<file path="src/rtl/spm_serial_ctrl.sv">
// Sequencer around the spm carry-save array: loads x in parallel, streams y LSB-first
// (sign- or zero-extended), and deserialises the serial product into a 2*WIDTH-bit result.
module spm_serial_ctrl #(
  parameter int WIDTH   = 32,
  parameter bit SIGNED  = 1'b1,
  parameter int ARR_LAT = 1
) (
  input  logic                 clk,
  input  logic                 rst,
  input  logic                 in_valid,
  output logic                 in_ready,
  input  logic [WIDTH-1:0]     in_x,
  input  logic [WIDTH-1:0]     in_y,
  output logic [WIDTH-1:0]     arr_x,
  output logic                 arr_clr,
  output logic                 y_ser,
  input  logic                 p_ser,
  output logic                 out_valid,
  input  logic                 out_ready,
  output logic [2*WIDTH-1:0]   out_p
);

  localparam int PW = 2 * WIDTH;
  localparam int CW = $clog2(PW + ARR_LAT + 1);
  localparam logic [CW-1:0] W_CNT    = CW'(WIDTH);
  localparam logic [CW-1:0] PW_CNT   = CW'(PW);
  localparam logic [CW-1:0] LAT_CNT  = CW'(ARR_LAT);
  localparam logic [CW-1:0] LAST_CNT = CW'(PW + ARR_LAT - 1);

  typedef enum logic [1:0] {
    IDLE  = 2'd0,
    CLEAR = 2'd1,
    SHIFT = 2'd2,
    DONE  = 2'd3
  } state_t;

  state_t            state_r;
  logic [CW-1:0]     count_r;
  logic [CW-1:0]     next_count;
  logic [WIDTH-1:0]  yreg_r;
  logic              ysign_r;
  logic [PW-1:0]     preg_r;

  // y_ser is registered, so each SHIFT cycle prepares the bit for the following counter value
  assign next_count = count_r + CW'(1);

  // Handshake sequencing, y serialisation and product deserialisation
  always_ff @(posedge clk) begin
    if (rst) begin
      state_r   <= IDLE;
      in_ready  <= 1'b1;
      out_valid <= 1'b0;
      arr_clr   <= 1'b0;
      y_ser     <= 1'b0;
      arr_x     <= {WIDTH{1'b0}};
      out_p     <= {PW{1'b0}};
      count_r   <= {CW{1'b0}};
      yreg_r    <= {WIDTH{1'b0}};
      ysign_r   <= 1'b0;
      preg_r    <= {PW{1'b0}};
    end else begin
      case (state_r)
        IDLE: begin
          if (in_valid && in_ready) begin
            arr_x    <= in_x;
            yreg_r   <= in_y;
            ysign_r  <= in_y[WIDTH-1];
            in_ready <= 1'b0;
            arr_clr  <= 1'b1;
            y_ser    <= 1'b0;
            state_r  <= CLEAR;
          end
        end
        CLEAR: begin
          arr_clr <= 1'b0;
          count_r <= {CW{1'b0}};
          y_ser   <= yreg_r[0];
          yreg_r  <= {1'b0, yreg_r[WIDTH-1:1]};
          state_r <= SHIFT;
        end
        SHIFT: begin
          if (count_r >= LAT_CNT) begin
            preg_r <= {p_ser, preg_r[PW-1:1]};
          end
          if (next_count < W_CNT) begin
            y_ser  <= yreg_r[0];
            yreg_r <= {1'b0, yreg_r[WIDTH-1:1]};
          end else if (next_count < PW_CNT) begin
            y_ser <= SIGNED ? ysign_r : 1'b0;
          end else begin
            y_ser <= 1'b0;
          end
          if (count_r == LAST_CNT) begin
            out_p     <= {p_ser, preg_r[PW-1:1]};
            out_valid <= 1'b1;
            state_r   <= DONE;
          end else begin
            count_r <= next_count;
          end
        end
        DONE: begin
          if (out_ready) begin
            out_valid <= 1'b0;
            in_ready  <= 1'b1;
            state_r   <= IDLE;
          end
        end
        default: begin
          state_r <= IDLE;
        end
      endcase
    end
  end

endmodule
</file>
<file path="config.mk">
export PLATFORM = sky130hd
export DESIGN_NAME = spm_serial_ctrl
export DESIGN_NICKNAME = d
export VERILOG_FILES = /design/src/rtl/spm_serial_ctrl.sv
export SDC_FILE = /design/constraint.sdc
export NUM_CORES = 1
export LEC_CHECK = 0
export ABC_AREA = 1
export CAP_MARGIN = 0
export CORE_UTILIZATION = 55
export DETAILED_ROUTE_END_ITERATION = 12
export DONT_BUFFER_PORTS = 1
export GPL_TIMING_DRIVEN = 1
export PLACE_DENSITY = 0.73
export REMOVE_ABC_BUFFERS = 1
export SKIP_LAST_GASP = 1
export SLEW_MARGIN = 40
export SYNTH_ARGS = -nofsm -noshare
export SYNTH_HDL_FRONTEND = slang
export SYNTH_SLANG_ARGS = --single-unit
</file>
<file path="constraint.sdc">
create_clock -name clk -period 1.89 [get_ports clk]
set_clock_uncertainty 0.1 [all_clocks]
set_input_delay 0.0945 -clock clk [delete_from_list [all_inputs] [get_ports clk]]
set_output_delay 0.0945 -clock clk [all_outputs]
set_load 0.05 [all_outputs]
</file>
==> results.yml <==
outcome:
  status: "complete, no violations"
layout:
  drive_gt1_share_pct: 12.28
  area_growth_pct: 28.76
  layout_commonest_cell: "nor2_1"
  layout_common_cells: "nor2_1 (323), dfxtp_1 (202), o21ai_0 (160)"
  nets: 1243
  instances_no_fill: 1361
  fillers: 1048
  n_antenna_cell: 0
setup_path:
  worstReg2RegStart: "count_r[0]"
  worst-r2r-cell-count: 12
  crit_top_cell: "nand2_2"
  critPathKind: "register to register"
  cp-end-kind: "register"
  setup.worst_path.start: "count_r[0]"
  r2r_slack_ns: 0.02
  start_kind: "register"
  rr_endpoint: "yreg_r[20]"
  cpPeakStageDelay_ns: 0.37
  arrival_ns: 2.16
  crit_fanout: 12
  slowest_stage: "dfxtp_4"
  required_ns: 2.18
  endpoint: "yreg_r[20]"
  cp_cell_sequence: "ha_4, nand2_4, nor2_2, nand3_2, nand2_2, nand2_2, a21oi_4, buf_12, clkbuf_16, nand3_1, nand2_1, nor2_1"
global_routing:
  grt_max_degree: 98
  antenna_found_initial: 0
  met2_usage_pct: 40.09
  grt_pass1_vias: 6406
  grt_use_met1_pct: 30.39
  grt-ovfl-total: 0
  grt_use_total_pct: 24.08
  use_met3_pct: 6.226
  grt_busiest_layer: "met2"
  grt_pass1_wl_um: 29230
clocking:
  clock_path_buffers: 3
  clkLatencyLatePin_ns: 0.50
  htreeDepth: 1
  clkTransAtPathRegs_ns: 0.06
  cts_made_buffers: 21
  cts-root-buf: "clkbuf_16"
  cts_sinks: 205
  cts_tree: "done"
yosys:
  syn_avg_cell_area_um2: 7.386
  synthAdderAreaFrac_pct: 1.289
  ys.warnings.count: 0
  synthCells: 1051
  yosysTopAreaCellShare_pct: 52.87
  synth_top_family_by_area: "simple AND/OR/NAND/NOR gates"
  ys_ff_latch: 205
  synth_cell_type_count: 24
  synth.top_cells.by_area: "dfxtp_1 (53%), nor2_1 (16%), o21ai_0 (10%), nand2_1 (6.1%), a21oi_1 (2.8%)"
  synthSimpleGateAreaFrac_pct: 25.02
  yosysSeqAreaShare_pct: 52.87
  synth_compound_area_share_pct: 14.41
  netlist_area_um2: 7762
  synth_top_area_cell: "dfxtp_1"
  synth_mux_area_share_pct: 0
  synthXorXnorAreaFrac_pct: 0
pwr:
  power_switching_w: 0.005175
  swShare_pct: 36.15
  p_int_w: 0.009139
  peakVddDrop_mv: 0.7937
  p_comb_share_pct: 27.1
  powerDensity_nw_per_um2: 1432
  total_power_w: 0.01431
  power_leakage_nw: 4.475
  pwr-share-seq_pct: 44.4
  clock_power_share_pct: 28.5
flow_run:
  drv_cap: 0
place:
  portBuffers: 0
  post-place-cells: 1249
  post-place-ws_ns: 0.04220
  place_hpwl_um: 10040
  gp_congestion: 0.7982
routing:
  drtIter0Drc: 691
  detail-route-antenna-nets: 0
  drt-wirelength-per-cell_um: 13.91
  dr.pass1.iters: 5
  drt-total-wl_um: 18940
  post-route-drc-count: 0
  via_per_inst: 5.284
  vias: 7192
floorplan:
  design.portCount: 169
  die_area_um2: 14590
  dieHeight_um: 120.8
  fp-row-count: 43
  die_w_um: 120.8
  start_util_pct: 56.14
  core-area_um2: 13830
timing:
  fin_setup_tns_ns: 0
  setup_viol: 0
  hold_viol: 0
  drv_slew: 0
  max_freq_mhz: 534.6
  layout_worst_path_cycle_share_pct: 98.98
  post-route-min-period_ns: 1.871
  slew_headroom_pct: 64.31
  fin_ws_ns: 0.01937
  worst_pin_slew_ns: 0.5346
min_path:
  hold_depth: 3
  hold_class: "input port to register"
==> through the flow <==
step	area, µm²	utilization [%]	hold slack, ns
CTS	9773	70.68	0.1962
global route	9995	72.28	0.2398
detailed placement	8409	60.82	0.06867
finish	9995	72.28	0.2100
global placement	8409	60.82	0.06599
floorplan	7460	-	0.06357
==> cells in the mapped netlist <==
cell	n
nor3_2	1
buf_2	2
a211oi_1	1
a221oi_1	1
inv_2	3
inv_1	49
nor4_1	1
ha_1	8
nor3_1	1
nand2_2	2
o21ai_1	9
nand3_1	41
nand4_1	1
dfxtp_1	205
buf_1	3
a21oi_1	44
o21a_1	1
buf_6	6
nor2_1	325
clkbuf_1	57
o21ai_0	161
nand2_1	127
a21oi_4	1
o21bai_1	1
==> sequential cells by signal, summed over array words and instances (netlist names) <==
register	count
arr_x	32
state_r	2
count_r	7
yreg_r	32
preg_r	63
in_ready	1
ysign_r	1
out_p	64
y_ser	1
arr_clr	1
out_valid	1
==> logic make-up (layout without fill, tap and decap cells) <==
| logic type | count (synthesis) | count (layout) |
|---|---|---|
| simple gates | 499 | 499 |
| compound gates | 219 | 219 |
| flops | 205 | 205 |
| buf+inv | 120 | 250 |
| fa+ha+maj | 8 | 8 |
==> power groups by stage <==
stage	sequential, W	clock [W]	combinational, W
after global routing	0.00645	0.00432	0.00430
after global placement	0.00638	0	0.00307
final	0.00636	0.00407	0.00388
after CTS	0.00632	0.00414	0.00330
after detailed placement	0.00640	0	0.00315
after floorplan	0.00640	0	0.00220
==> critical path: cells and delay by family (launching register included) <==
family | cells | cell delay [ns]
AOI/OAI and AO/OA | 1 | 0.17
adders and majority gates | 1 | 0.15
buffers and inverters | 2 | 0.33
DFF | 1 | 0.37
and+or+nand+nor | 8 | 0.63
==> worst min-delay path by stage <==
stage                     start         end  slack, ns
after floorplan             rst  count_r[1]       0.06
after global placement      rst       y_ser       0.07
after detailed placement    rst       y_ser       0.07
after CTS                 p_ser   out_p[63]       0.20
after global routing      p_ser   out_p[63]       0.24
final                     p_ser   out_p[63]       0.21
==> timing repair <==
item | CTS | global route
hold buffers | 68 | 0
resized for setup | 0 | 23
buffers inserted | 0 | 1
endpoints found under the setup margin | 0 | 144
hold endpoints to repair | 82 | 0
==> per-layer routing <==
metal,up-vias,wire length [µm]
met5,-,0
met3,46,1562
met2,269,8905
met4,0,484
li1,3579,-
met1,3298,7986
==> layout make-up <==
type                       instances  area (µm²)  area share [%]
clock inverter                     4       48.80          0.4882
clock buffer                      34       634.4           6.347
tap                              180       225.2           2.253
multi-input combinational        726        3218           32.20
inverter                          52       197.7           1.978
sequential                       205        4113           41.15
timing repair buffer             160        1558           15.59
Note: power is estimated with default switching activity, not from simulation.
